--- src/rtl/ir_text_buffer.sv ---
// Two-line (2x16) character buffer fed by IR key strobes, read by the LCD controller.
// Maps key codes to ASCII, keeps a cursor, and flags the LCD to redraw after each change.
module ir_text_buffer #(
    parameter int HOLDOFF = 2_500_000
) (
    input  logic       clk,
    input  logic       rst_n,
    input  logic [7:0] key_code,
    input  logic       key_valid,
    input  logic [4:0] rd_addr,
    output logic [7:0] rd_char,
    output logic [4:0] cursor,
    output logic       upd_req,
    input  logic       upd_ack,
    output logic       key_dropped
);

    localparam int HW = $clog2(HOLDOFF + 1);

    typedef enum logic [1:0] {IDLE, WRITE, CLEAR} state_t;

    state_t          r_state;
    logic [7:0]      r_code;
    logic [4:0]      r_cursor;
    logic [4:0]      r_clrIdx;
    logic [HW-1:0]   r_holdoff;
    logic            r_updReq;
    logic            r_keyDropped;
    logic [7:0]      r_rdChar;
    logic [7:0]      r_mem [0:31];

    logic            w_keyMapped;
    logic            w_isPrint;
    logic            w_isBack;
    logic            w_isClear;
    logic [7:0]      w_ascii;
    logic            w_accept;
    logic            w_drop;
    logic            w_we;
    logic [4:0]      w_waddr;
    logic [7:0]      w_wdata;
    logic            w_setUpd;

    function automatic logic isPrintable(input logic [7:0] c);
        return (c <= 8'd9) || (c == 8'h0F) || (c == 8'h13) || (c == 8'h10);
    endfunction

    assign w_keyMapped = isPrintable(key_code) || (key_code == 8'h14) || (key_code == 8'h15);
    assign w_isPrint   = isPrintable(r_code);
    assign w_isBack    = (r_code == 8'h14);
    assign w_isClear   = (r_code == 8'h15);

    // Unmapped codes are invisible: they are neither accepted nor reported as dropped.
    assign w_accept = (r_state == IDLE) && key_valid && w_keyMapped && (r_holdoff == '0);
    assign w_drop   = key_valid && w_keyMapped && !w_accept;

    always_comb begin
        w_ascii = 8'h20;
        if (r_code <= 8'd9) begin
            w_ascii = 8'h30 + r_code;
        end else if (r_code == 8'h0F) begin
            w_ascii = 8'h41;
        end else if (r_code == 8'h13) begin
            w_ascii = 8'h42;
        end else if (r_code == 8'h10) begin
            w_ascii = 8'h43;
        end
    end

    always_comb begin
        w_we     = 1'b0;
        w_waddr  = r_cursor;
        w_wdata  = 8'h20;
        w_setUpd = 1'b0;
        case (r_state)
            WRITE: begin
                if (w_isPrint) begin
                    w_we     = 1'b1;
                    w_wdata  = w_ascii;
                    w_setUpd = 1'b1;
                end else if (w_isBack && (r_cursor != 5'd0)) begin
                    w_we     = 1'b1;
                    w_waddr  = r_cursor - 5'd1;
                    w_setUpd = 1'b1;
                end
            end
            CLEAR: begin
                w_we     = 1'b1;
                w_waddr  = r_clrIdx;
                w_setUpd = (r_clrIdx == 5'd31);
            end
            default: ;
        endcase
    end

    // Gating with rst_n ensures an operation interrupted by reset never lands in the array.
    always_ff @(posedge clk) begin
        if (rst_n && w_we) begin
            r_mem[w_waddr] <= w_wdata;
        end
    end

    always_ff @(posedge clk) begin
        if (!rst_n) begin
            r_state      <= CLEAR;
            r_code       <= 8'h00;
            r_clrIdx     <= 5'd0;
            r_cursor     <= 5'd0;
            r_holdoff    <= '0;
            r_updReq     <= 1'b0;
            r_keyDropped <= 1'b0;
            r_rdChar     <= 8'h20;
        end else begin
            r_rdChar     <= r_mem[rd_addr];
            r_keyDropped <= w_drop;

            if (w_accept) begin
                r_holdoff <= HW'(HOLDOFF);
            end else if (r_holdoff != '0) begin
                r_holdoff <= r_holdoff - HW'(1);
            end

            // A change completing together with an acknowledge keeps the request pending.
            if (w_setUpd) begin
                r_updReq <= 1'b1;
            end else if (upd_ack && r_updReq) begin
                r_updReq <= 1'b0;
            end

            case (r_state)
                IDLE: begin
                    if (w_accept) begin
                        r_code  <= key_code;
                        r_state <= WRITE;
                    end
                end
                WRITE: begin
                    r_state <= IDLE;
                    if (w_isPrint) begin
                        r_cursor <= r_cursor + 5'd1;
                    end else if (w_isBack && (r_cursor != 5'd0)) begin
                        r_cursor <= r_cursor - 5'd1;
                    end else if (w_isClear) begin
                        r_clrIdx <= 5'd0;
                        r_state  <= CLEAR;
                    end
                end
                CLEAR: begin
                    r_clrIdx <= r_clrIdx + 5'd1;
                    if (r_clrIdx == 5'd31) begin
                        r_cursor <= 5'd0;
                        r_state  <= IDLE;
                    end
                end
                default: r_state <= IDLE;
            endcase
        end
    end

    assign rd_char     = r_rdChar;
    assign cursor      = r_cursor;
    assign upd_req     = r_updReq;
    assign key_dropped = r_keyDropped;

endmodule
--- config.mk ---
export PLATFORM = sky130hd
export DESIGN_NAME = ir_text_buffer
export DESIGN_NICKNAME = d
export VERILOG_FILES = /design/src/rtl/ir_text_buffer.sv
export SDC_FILE = /design/constraint.sdc
export NUM_CORES = 1
export LEC_CHECK = 0
export CAP_MARGIN = 0
export CELL_PAD_IN_SITES_DETAIL_PLACEMENT = 0
export CELL_PAD_IN_SITES_GLOBAL_PLACEMENT = 1
export CORE_MARGIN = 5
export CORE_UTILIZATION = 40
export DETAILED_ROUTE_END_ITERATION = 10
export HOLD_SLACK_MARGIN = 0.02
export PLACE_DENSITY_LB_ADDON = 0.1
export SLEW_MARGIN = 20
export SYNTH_ARGS = -nofsm -noshare
export SYNTH_HDL_FRONTEND = slang
export SYNTH_SLANG_ARGS = --single-unit
--- constraint.sdc ---
create_clock -name clk -period 3.9 [get_ports clk]
set_clock_uncertainty 0.15 [all_clocks]
set_input_delay 0.39 -clock clk [delete_from_list [all_inputs] [get_ports clk]]
set_output_delay 0.39 -clock clk [all_outputs]
set_load 0.005 [all_outputs]
# After elaboration in Yosys (flattened, before gate mapping)
# Memory sizes are Yosys's and may differ from the RTL's. A register that Yosys moved wholly into a read port is not among the register bits.
# Cells that the tools add are included.
dict set report totals {
  reg_bits 44
  output_inout_bits 15
  ram_bits 256
  elab_cells 97
  inputBits 17
  memories 1
}
dict set report classes {
  addsub 5
  muxes 32
  reduce_logical 30
  n_eq_ne 18
  magnitude_cmp 2
  bitwise_logic 1
}
# name depth width rd rd_ports_with_merged_regs write_ports line_no
set mem_list {}
lappend mem_list {r_mem 32 8 1 1 1 30} ;# logic [7:0] r_mem [0:31];
# cell n
set op_table {}
lappend op_table {{$eq A8 B5 Y1 const B} 8}
lappend op_table {{$mux W22} 2}
lappend op_table {{$mux W5} 7}
lappend op_table {{$pmux W5 S2} 3}
lappend op_table {{$mux W8} 3}
lappend op_table {{$logic_not A22 Y1} 1}
lappend op_table {{$reduce_bool A22 Y1} 1}
lappend op_table {{$sub A22 B1 Y22 const B} 1}
lappend op_table {{$mux W7} 3}
lappend op_table {{$eq A8 B4 Y1 const B} 2}
lappend op_table {{$le A8 B4 Y1 const B} 2}
lappend op_table {{$add A5 B1 Y5 const B} 2}
lappend op_table {{$mux W2} 5}
lappend op_table {{$ne A2 B2 Y1 const B} 5}
lappend op_table {{$add A6 B8 Y8 const A} 1}
lappend op_table {{$logic_and A1 B1 Y1} 8}
lappend op_table {{$logic_or A1 B1 Y1} 8}
lappend op_table {{$mux W1} 6}
lappend op_table {{$pmux W2 S3} 1}
lappend op_table {{$reduce_and A2 Y1} 3}
lappend op_table {{$reduce_bool A2 Y1} 3}
lappend op_table {{$eq A5 B5 Y1 const B} 1}
lappend op_table {{$reduce_bool A5 Y1} 1}
lappend op_table {{$sub A5 B1 Y5 const B} 1}
lappend op_table {{other kinds (8)} 10}

# Depth between registers and ports, before layout
# Gate-level depths: netlist (run 1).
dict set report depth {
  word_depth 10
  depth_mapped 9
}

# Worst setup path after synthesis (run 1)
# OpenSTA, ideal clock, no wires.
dict set report synth_path {
  kind {reg2reg}
  start {register r_code[5]}
  end {memory r_mem[0][1] (data pin)}
  slack_ns 0.536
  stages_incl_launch_ff 7
  t_arrival_ns 2.749
  setup_time_ns 0.465
  t_required_ns 3.285
  path_cell_list {dfxtp_1 -> inv_1 -> ha_1 -> or4b_4 -> nor2_1 -> a32oi_1 -> a21boi_0}
}
dict set report synth_via {
  elab_chain_len 7
  word_cells_on_any_way 13
  classes_between {1 x order compare; 3 x eq/ne; 6 x mux; 3 x reduce/logical}
}
# item line_no
set synth_lines {}
lappend synth_lines {{start, declared} 23} ;# logic [7:0] r_code;
lappend synth_lines {{start signal, assigned} 133} ;# r_code <= key_code;
lappend synth_lines {{$eq A8 B5 Y1} {45, 65}}
lappend synth_lines {{$mux W7} 65} ;# end else if (r_code == 8'h10) begin
lappend synth_lines {{$mux W7} 63} ;# end else if (r_code == 8'h13) begin
lappend synth_lines {{$mux W7} 61} ;# end else if (r_code == 8'h0F) begin
lappend synth_lines {{$mux W8} 59} ;# if (r_code <= 8'd9) begin
lappend synth_lines {{$mux W8 (*)} 77} ;# if (w_isPrint) begin
lappend synth_lines {{$mux W8 (*)} 75} ;# case (r_state)
lappend synth_lines {{named net w_wdata[1]} 41} ;# logic [7:0] w_wdata;
lappend synth_lines {{end, declared} 30}
# The timed path passes the listed nets; every way through them passes the cells marked *.

# Worst setup path in the final report (run 1)
dict set report layout_path {
  start {register r_code[4]}
  end {memory r_mem[25][3] (enable)}
}
dict set report layout_via {
  elab_chain_len 9
  word_cells_on_any_way 18
  classes_between {1 x order compare; 4 x eq/ne; 8 x mux; 5 x reduce/logical}
}
# item line_no
set layout_lines {}
lappend layout_lines {{$le A8 B4 Y1 / $eq A8 B4 Y1 (equally long branches)} 45} ;# return (c <= 8'd9) || (c == 8'h0F) || (c == 8'h13) || (c == 8'h10);
lappend layout_lines {{$logic_or A1 B1 Y1 (3 in series)} 45}
lappend layout_lines {{$mux W1} 77}
lappend layout_lines {{$pmux W1 S2} 75}
lappend layout_lines {{$logic_and A1 B1 Y1} 98} ;# if (rst_n && w_we) begin
lappend layout_lines {{$mux W1} 98}
lappend layout_lines {{$mux W1 (implied by the code)} 99} ;# r_mem[w_waddr] <= w_wdata;
# Parallel ways exist; a longest one is shown, timed or not.

==> out/results.md, run 1 <==
* outcome: complete, no violations
* number of cells upsized or downsized after cts: 0
* maximum clock frequency: 282.3 MHz
* power density over cell area: 555.2 mW/mm^2
* number of max-slew violations in the final report: 0
* Final Util: 0.4810
* worst hold path stage count: 2
* Net Sw Frac: 0.2581
* DRC violation count after routing: 0
* final HPWL from detailed placement: 19.85 mm
* proportion of synthesized chip area in sequential cells: 0.6795
* row count: 65
* post-DR wirelength/cell: 22.24 microns
* Seq pwr share: 0.456
* type of the most critical hold path: reg -> reg
* cell with the largest stage delay on the worst path: sky130_fd_sc_hd__nor2_1
* reg-to-reg critical path endpoint: r_mem[25][3]
* Worst Min Path Start: r_state[0]
* number of antenna violations at the first check in global routing: 1
* clock buffer count from CTS: 35
* total vias in the final route: 7237
* share of async-settable or async-resettable flops after synthesis: 0
* filler cell count: 2678
* number of cell instances on the worst register-to-register path: 7
* leakage power total: 5.275 nW
* clock sinks: 308
* Post-synth EDFFs: 256
* RePlAce Congestion: 0.8161
* summed area of non-filler cells in the final layout: 0.01522 sq mm
* placed cell count: 1253
* clock transition at the registers of the reported paths: 60 ps
* average via count per standard cell: 5.495
* post-synthesis area per instance: 16.75 sq um
* clk buf depth: 3
* most common cell after layout, fill and taps aside: sky130_fd_sc_hd__edfxtp_1
* IO Port Bufs: 31
* Hold Worst Slack: 337.5 ps
* count of final hold-check violations: 0
* vertical extent of the die: 189.2 microns
* Std-Cell Core Area: 0.03164 sq mm
* Buffers & Inverters on Critical Path: 0
* R2R Setup Slk: 360 ps
* area of the die: 0.03580 sq mm
* Cell Area, Placed: 0.01404 sq mm
* commonest register cell after synthesis: sky130_fd_sc_hd__edfxtp_1
* worst skew pair latency: 510 ps
* I/O pin total: 32
* area overhead of the layout relative to synthesis: 18.46%
* initial detailed-routing violation count: 490
* type of element capturing the critical path: flip-flop
* Gate power share: 0.158
* # hold bufs at CTS: 0
* remaining number of nets flagged by the antenna check after routing: 0
* Worst setup SP type: flip-flop
* non-filler cells, final: 1317
* P_sw: 2.181 mW
* worst-case hold path end point: r_state[0]
* critical path class: reg -> reg
* vias in the first global route: 7627
* worst max-slew margin expressed relative to the limit: 0.4569
* fraction of final layout cells sized beyond drive strength 1: 0.2437
* maximum fanout encountered on the critical timing path: 8
* slew of the pin with the lowest slew margin: 814.6 ps
* library cell used as clock root buffer: sky130_fd_sc_hd__clkbuf_16
* number of distinct library cell variants in the gate-level netlist after synthesis: 71
* cell internal power dissipation: 6.268 mW
* GRT Overall Usage: 0.1661
* most used cells in the layout excluding fill and tap cells: sky130_fd_sc_hd__edfxtp_1 (256), sky130_fd_sc_hd__mux4_2 (79), sky130_fd_sc_hd__nor2_1 (65), sky130_fd_sc_hd__buf_4 (57), sky130_fd_sc_hd__dfxtp_1 (52)
* RSZ-0062 raised after global routing: false
* Final Power: 8.449 mW
* final net count: 917
* maximum level of the CTS H-tree: 2
* number of warnings printed during yosys synthesis: 0
* number of setup violations in the final report: 0
* antenna cells: 0
* setup slack after placement: 368.7 ps
* flop and latch count out of synthesis: 308
* final setup slack of the worst path: 357.4 ps
* crit path time final: 3543 ps
* number of detailed-routing iterations run before antenna repair: 5
* CTS tree: done
* sum of overflow across all layers after global routing: 0
* worst vdd rail ir drop: 0.0003771 V
* worst reg2reg startpoint: r_code[4]
* highest cell delay on the worst timing path: 610 ps
* die boundary width: 189.2 microns
* Post-CTS Setup Inserts: 0
* Routed Wire Length: 29.28 mm
* max-capacitance violation count: 0
* Initial Utilization: 0.4061
* wire length of the first global-routing pass: 45.80 mm
* CP top delay family: simple AND/OR/NAND/NOR gates
* data arrival time of the critical path: 3520 ps
* Post-Syn Instances: 767
* required time at the worst-slack endpoint: 3880 ps
* maximum number of pins on one net before global-route repair: 33
* clock share of power: 0.386
* synthesized area: 0.01285 sq mm
* crit path cell chain: ha_1 > or4b_4 > nor4_4 > a31oi_1 > a211oi_2 > nand3_1 > nor2_1
* setup total negative slack: 0 ps
* share of the clock period used by the worst path: 0.9084
[power by group through the flow]
| stage | logic, mW | clock network (mW) | registers, mW |
|---|---|---|---|
| 5_1_grt | 1.49 | 3.50 | 3.87 |
| 6_report | 1.34 | 3.26 | 3.85 |
| 2_1_floorplan | 0.956 | 0 | 3.89 |
| 4_1_cts | 1.35 | 3.36 | 3.85 |
| 3_3_place_gp | 1.30 | 0 | 3.91 |
| 3_5_place_dp | 1.34 | 0 | 3.92 |
[area by class of cell]
class | instances | area, sq um | share of cell area
Multi-Input combinational cell | 440 | 4023 | 0.2643
Inverter | 16 | 60.06 | 0.003947
Timing Repair Buffer | 87 | 723.2 | 0.04753
Sequential cell | 308 | 8728 | 0.5736
Tap cell | 402 | 503.0 | 0.03305
Clock inverter | 14 | 142.6 | 0.009373
Clock buffer | 50 | 1037 | 0.06816
[tightest hold or removal path, delay by kind of cell, from the launching register on]
family,cells,cell delay (ps)
flops,1,320
simple gates,1,60
mux,1,60
[flip-flops by register name, summed over array words and instances, names as in the netlist]
name	count
rd_char	8
r_state	2
cursor	5
r_clrIdx	5
key_dropped	1
r_mem	256
upd_req	1
r_holdoff	22
r_code	8
[per-layer routing]
| metal | global-route usage | wire [microns] |
|---|---|---|
| met1 | 0.2248 | 12940 |
| met3 | 0.03097 | 1275 |
| met2 | 0.2782 | 14380 |
| met5 | 0 | 20 |
| met4 | 0.04512 | 669 |
[how the worst max path moves through the flow]
stage,from,endpoint,slack [ps],cells after the start
3_5_place_dp,r_code[4],r_mem[25][6],370,7
5_1_grt,r_code[4],r_mem[25][5],100,7
3_3_place_gp,r_code[5],r_mem[25][2],530,8
2_1_floorplan,r_code[5],r_mem[0][1],540,6
6_report,r_code[4],r_mem[25][3],360,7
4_1_cts,r_code[4],r_mem[25][3],360,7
[Yosys cell counts, types with 7 or more instances]
cell type / number / area [sq um]
sky130_fd_sc_hd__clkbuf_1: 20 / 75.07
sky130_fd_sc_hd__edfxtp_1: 256 / 7687
sky130_fd_sc_hd__nand3_1: 23 / 115.1
sky130_fd_sc_hd__inv_1: 16 / 60.06
sky130_fd_sc_hd__nor2_1: 67 / 251.5
sky130_fd_sc_hd__dfxtp_1: 52 / 1041
sky130_fd_sc_hd__buf_2: 10 / 50.05
sky130_fd_sc_hd__a31oi_1: 10 / 62.56
sky130_fd_sc_hd__mux4_2: 79 / 1779
sky130_fd_sc_hd__and3_1: 7 / 43.79
sky130_fd_sc_hd__a21oi_1: 19 / 95.09
sky130_fd_sc_hd__ha_1: 12 / 150.1
sky130_fd_sc_hd__o21ai_0: 14 / 70.07
sky130_fd_sc_hd__mux2i_1: 10 / 100.1
sky130_fd_sc_hd__a22o_1: 8 / 70.07
sky130_fd_sc_hd__nand2_1: 40 / 150.1
[cell families (layout without fill, tap and decap cells)]
logic type	after synthesis	after routing	share of synthesized area
buf+inv	50	167	0.01773
xor+xnor	12	12	0.008181
fa+ha+maj	12	12	0.01169
other cells	1	32	0.0002919
flops	308	308	0.6795
simple gates	200	200	0.08250
mux	89	89	0.1463
compound gates	95	95	0.05386
(Power assumes the default switching activity.)
==> inputs of run 2 (changes only) <==
- ABC_AREA: unset -> 1
- CAP_MARGIN: 0 -> unset
==> out/results.md, run 2 <==
* number of cell instances on the worst register-to-register path: 11
* type of element capturing the critical path: flip-flop
* initial detailed-routing violation count: 744
* worst reg2reg startpoint: cursor[0]
* clock transition at the registers of the reported paths: 60 ps
* count of final hold-check violations: 0
* clk buf depth: 3
* RePlAce Congestion: 0.8058
* first element of the critical path: cursor[0]
* R2R Setup Slk: 800 ps
* # hold bufs at CTS: 0
* Worst Min Path Start: upd_req
* flip-flop count of the largest register after layout: 256
* slew of the pin with the lowest slew margin: 909.1 ps
* average via count per standard cell: 5.210
* clock buffer count from CTS: 35
* Routed Wire Length: 34.42 mm
* worst-case hold path end point: upd_req
* antenna cells: 0
* final setup slack of the worst path: 797.5 ps
* DRC violation count after routing: 0
* number of setup violations in the final report: 0
* share of async-settable or async-resettable flops after synthesis: 0
* total vias in the final route: 9174
* library cell with the highest instance count after synthesis: sky130_fd_sc_hd__edfxtp_1
* RSZ-0062 raised after global routing: false
* data arrival time of the critical path: 3090 ps
* number of cells upsized or downsized after cts: 0
* Post-CTS Setup Inserts: 0
* type of the most critical hold path: reg -> reg
* worst hold path stage count: 2
* crit path cell chain: inv_1 > ha_1 > nand3_1 > nand2_2 > nand2_1 > nand2_1 > nand2_2 > nand3_2 > a21oi_2 > nand3_1 > nor2_1
* critical path class: reg -> reg
* clock share of power: 0.352
* Post-Syn Instances: 1220
* P_sw: 2.497 mW
* library cell used as clock root buffer: sky130_fd_sc_hd__clkbuf_16
* GRT Overall Usage: 0.1883
* fraction of final layout cells sized beyond drive strength 1: 0.1084
* cell with the largest stage delay on the worst path: sky130_fd_sc_hd__nor2_1
* wire length of the first global-routing pass: 53.54 mm
* leakage power total: 5.509 nW
* number of distinct library cell variants in the gate-level netlist after synthesis: 41
* I/O pin total: 32
* maximum number of pins on one net before global-route repair: 129
* vias in the first global route: 9035
* final HPWL from detailed placement: 21.44 mm
* setup slack after placement: 817.6 ps
* maximum fanout encountered on the critical timing path: 8
* cell internal power dissipation: 5.979 mW
* Post-synth EDFFs: 256
* maximum clock frequency: 322.3 MHz
* number of warnings printed during yosys synthesis: 0
* placed cell count: 1697
* Final Power: 8.477 mW
* Final Util: 0.4706
* post-synthesis area per instance: 10.87 sq um
* Synth area leader: sky130_fd_sc_hd__edfxtp_1
* highest cell delay on the worst timing path: 620 ps
* worst max-slew margin expressed relative to the limit: 0.3933
* Seq pwr share: 0.461
* synthesized area: 0.01326 sq mm
* worst vdd rail ir drop: 0.0003269 V
* setup total negative slack: 0 ps
* sum of overflow across all layers after global routing: 0
* number of antenna violations at the first check in global routing: 0
* proportion of synthesized chip area in sequential cells: 0.6581
* flop and latch count out of synthesis: 308
* maximum level of the CTS H-tree: 2
* leading post-synthesis cells by cell area: sky130_fd_sc_hd__edfxtp_1 (58%), sky130_fd_sc_hd__dfxtp_1 (7.8%), sky130_fd_sc_hd__nor2_1 (6.5%)
* IO Port Bufs: 31
* power density over cell area: 552.2 mW/mm^2
* crit path time final: 3102 ps
* area of the die: 0.03690 sq mm
* final net count: 1321
* Initial Utilization: 0.4066
* area overhead of the layout relative to synthesis: 15.74%
* max-capacitance violation count: 0
* worst skew pair latency: 520 ps
* vertical extent of the die: 192.1 microns
* most used cells in the layout excluding fill and tap cells: sky130_fd_sc_hd__edfxtp_1 (256), sky130_fd_sc_hd__nor2_1 (228), sky130_fd_sc_hd__o21ai_0 (154), sky130_fd_sc_hd__nand2_1 (111), sky130_fd_sc_hd__nand3_1 (67)
* commonest register cell after synthesis: sky130_fd_sc_hd__edfxtp_1
* reg-to-reg critical path endpoint: r_mem[22][6]
* area share of the largest cell type after synthesis: 0.5796
* Largest Register: r_mem
* Std-Cell Core Area: 0.03262 sq mm
* required time at the worst-slack endpoint: 3880 ps
* number of detailed-routing iterations run before antenna repair: 5
* share of the clock period used by the worst path: 0.7955
* remaining number of nets flagged by the antenna check after routing: 0
* most common cell after layout, fill and taps aside: sky130_fd_sc_hd__edfxtp_1
* registers with the most flip-flops: r_mem x256, r_holdoff x22
* non-filler cells, final: 1761
* Net Sw Frac: 0.2946
* clock sinks: 308
* outcome: complete, no violations
* post-DR wirelength/cell: 19.54 microns
* number of max-slew violations in the final report: 0
* die boundary width: 192.1 microns
* Worst setup SP type: flip-flop
* top cells by count, synth: sky130_fd_sc_hd__edfxtp_1 (256), sky130_fd_sc_hd__nor2_1 (231), sky130_fd_sc_hd__o21ai_0 (154)
* Gate power share: 0.187
* CTS tree: done
* row count: 66
[run 2: metal layers]
layer  up-vias  track usage  part of all wire
met1      4373       0.2580              0.45
met5         -            0                 0
met2       254       0.3169              0.48
li1       4485            -                 -
met4         0      0.04800             0.023
met3        62      0.02726             0.052
[run 2: area by class of cell]
cell class	count	area, sq um
Timing Repair Buffer	66	590.6
Clock buffer	42	923.4
Multi-Input combinational cell	808	4160
Inverter	73	275.3
Clock inverter	22	118.9
Fill cell	3056	17270
Sequential cell	308	8728
Tap cell	442	553.0
[run 2: cell families (layout without fill, tap and decap cells)]
| family | after synthesis | count (layout) | synth area share |
|---|---|---|---|
| buffers and inverters | 135 | 203 | 0.03953 |
| other | 1 | 32 | 0.0002827 |
| adder cells (fa/ha/maj) | 12 | 12 | 0.01132 |
| XOR/XNOR | 7 | 7 | 0.004623 |
| flip-flops | 308 | 308 | 0.6581 |
| AO/OA/AOI/OAI | 285 | 285 | 0.1277 |
| AND/OR/NAND/NOR | 472 | 472 | 0.1584 |
[run 2: worst max path at each step]
| stage | cells past startpoint | slack, ps | end |
|---|---|---|---|
| 2_1_floorplan | 9 | 790 | r_mem[0][0] |
| 4_1_cts | 11 | 810 | r_mem[23][6] |
| 5_1_grt | 11 | 490 | r_mem[22][2] |
| 3_3_place_gp | 13 | 860 | r_mem[23][1] |
| 3_5_place_dp | 11 | 820 | r_mem[22][1] |
| 6_report | 11 | 800 | r_mem[22][6] |
[run 2: through the flow]
stage,cell area (sq um),hold slack [ps]
3_3_place_gp,14310,308.0
3_5_place_dp,14310,313.5
2_1_floorplan,13380,293.6
4_1_cts,15350,321.9
6_report,15350,317.8
5_1_grt,15350,335.7
[run 2: worst max-delay path, delay by kind of cell, from the launching register on]
| kind | cells | cell delay (ps) |
|---|---|---|
| and+or+nand+nor | 8 | 1500 |
| DFF | 1 | 430 |
| adders and majority gates | 1 | 270 |
| AOI/OAI and AO/OA | 1 | 230 |
| buffers and inverters | 1 | 170 |
[run 2: power by group through the flow]
| stage | Sequential, mW | Combinational (mW) | Clock, mW |
|---|---|---|---|
| 4_1_cts | 3.91 | 1.61 | 3.05 |
| 3_5_place_dp | 3.98 | 1.60 | 0 |
| 3_3_place_gp | 3.98 | 1.60 | 0 |
| 2_1_floorplan | 3.94 | 1.16 | 0 |
| 5_1_grt | 3.93 | 1.80 | 3.20 |
| 6_report | 3.91 | 1.59 | 2.98 |
==> patch (flow settings as in run 1) <==
The parameter `HOLDOFF` goes from 2_500_000 to 10_000_000.
--- a/src/rtl/ir_text_buffer.sv
+++ b/src/rtl/ir_text_buffer.sv
@@ -1,7 +1,7 @@
 // Two-line (2x16) character buffer fed by IR key strobes, read by the LCD controller.
 // Maps key codes to ASCII, keeps a cursor, and flags the LCD to redraw after each change.
 module ir_text_buffer #(
-    parameter int HOLDOFF = 2_500_000
+    parameter int HOLDOFF = 10_000_000
 ) (
     input  logic       clk,
     input  logic       rst_n,
Formal check against the unedited RTL: same outputs for any inputs over 10 cycles, from zero or initial values and one cycle with rst_n low; that may be too few to reach the edited logic, so the function may still have changed.
==> patch against run 1 <==
- worst setup slack worse by 58 ps
- cell area is 0.79% higher
- non-clock buffer count grew 11
- synthesized cell count up 3.8%
- routed wire length grew 2.2%
- sequential cell count up 2
- synthesized area rose by 0.79%
- power down 3.2%
==> patch: results (changes against run 1) <==
{
  "global_routing": {
    "grt_pass1_wl": {"value": 46400, "unit": "microns", "change": "was 45,800 microns"},
    "grt_util_met3": {"value": 2.86, "unit": "%", "change": "was 3.10%"},
    "grt_antenna_before_repair": {"value": 0, "change": "was 1"},
    "use_met2": {"value": 27.2, "unit": "%", "change": "was 27.8%"}
  },
  "synth": {
    "proportion_of_synthesized_chip_area_in_sequential_cells": {"value": 67.7, "unit": "%", "change": "was 67.9%"},
    "synthTopCellsByArea": {"value": "edfxtp_1 59%, mux4_2 14%, dfxtp_1 8.3%, nor2_1 1.9%, nor3_1 1.7%", "change": "was edfxtp_1 60%, mux4_2 14%, dfxtp_1 8.1%, nor2_1 2.0%, ha_1 1.2%"},
    "ys_types": {"value": 65, "change": "was 71"}
  },
  "cells_and_area": {
    "nonClkBufAreaFrac": {"value": 5.42, "unit": "%", "change": "was 4.75%"},
    "multi_input_area_share": {"value": 26.4, "unit": "%", "change": "about the same"},
    "nonClockInverterCount": {"value": 23, "change": "was 16"},
    "area.share.sequential": {"value": 57.2, "unit": "%", "change": "was 57.4%"},
    "clock_buffer_count": {"value": 43, "change": "was 50"},
    "fill_cells": {"value": 2705, "change": "was 2,678"},
    "clock_tree_area_fraction": {"value": 7.14, "unit": "%", "change": "was 7.75%"}
  },
  "placed_design": {
    "hpwlAfterDp": {"value": 20300, "unit": "microns", "change": "was 19,900 microns"},
    "post_dp_area": {"value": 14200, "unit": "sq um", "change": "was 14,000 sq um"},
    "dp_slack": {"value": 374, "unit": "ps", "change": "was 369 ps"},
    "gp_congestion": {"value": 0.887, "change": "was 0.816"}
  },
  "worst_setup_path": {
    "reg2reg_to": {"value": "r_mem[1][7]", "change": "was r_mem[25][3]"},
    "reg2reg_from": {"value": "cursor[1]", "change": "was r_code[4]"},
    "r2r_setup_slk": {"value": 300, "unit": "ps", "change": "was 360 ps"}
  },
  "routing": {
    "detailedRoute.firstIterationViolations": {"value": 591, "change": "was 490"},
    "wl_met3": {"value": 1530, "unit": "microns", "change": "was 1280 microns"}
  },
  "sta": {
    "timing_worst_slew_pin_value": {"value": 776, "unit": "ps", "change": "was 815 ps"}
  },
  "outcome": {
    "status": {"value": "complete, no violations", "change": "unchanged"}
  },
  "cts": {
    "cts_inserted_buffers": {"value": 34, "change": "was 35"}
  }
}
patch: cell types whose count changed after synthesis, sizes merged, moves of 7 or more:
cell,change
a22o,-7
clkbuf,+8
mux2i,+7
nand2,-15
nand3,-8
nor3,+39
patch: cell families (layout without fill, tap and decap cells):
kind of cell	Yosys count	after routing	synth area share [%]
other cells	1	32	0.0290
flops	310	310	67.7
buf+inv	66	182	2.01
simple gates	220	220	8.82
mux	97	97	15.1
compound gates	75	75	4.10
fa+ha+maj	12	12	1.16
xor+xnor	15	15	1.01
patch: where the power goes:
part           switching, uW  internal, uW  total, uW
Clock                   1240          1910       3150
Sequential               123          3710       3830
Combinational            677           521       1200
Total                   2040          6140       8180
patch: worst max path at each step:
stage | start | to | slack, ps
after CTS | cursor[0] | r_mem[1][6] | 350
after detailed placement | cursor[0] | r_mem[1][2] | 370
after global placement | cursor[0] | r_mem[8][7] | 300
final | cursor[1] | r_mem[1][7] | 300
after global routing | cursor[1] | r_mem[1][7] | 50
after floorplan | r_code[5] | r_mem[28][0] | 420
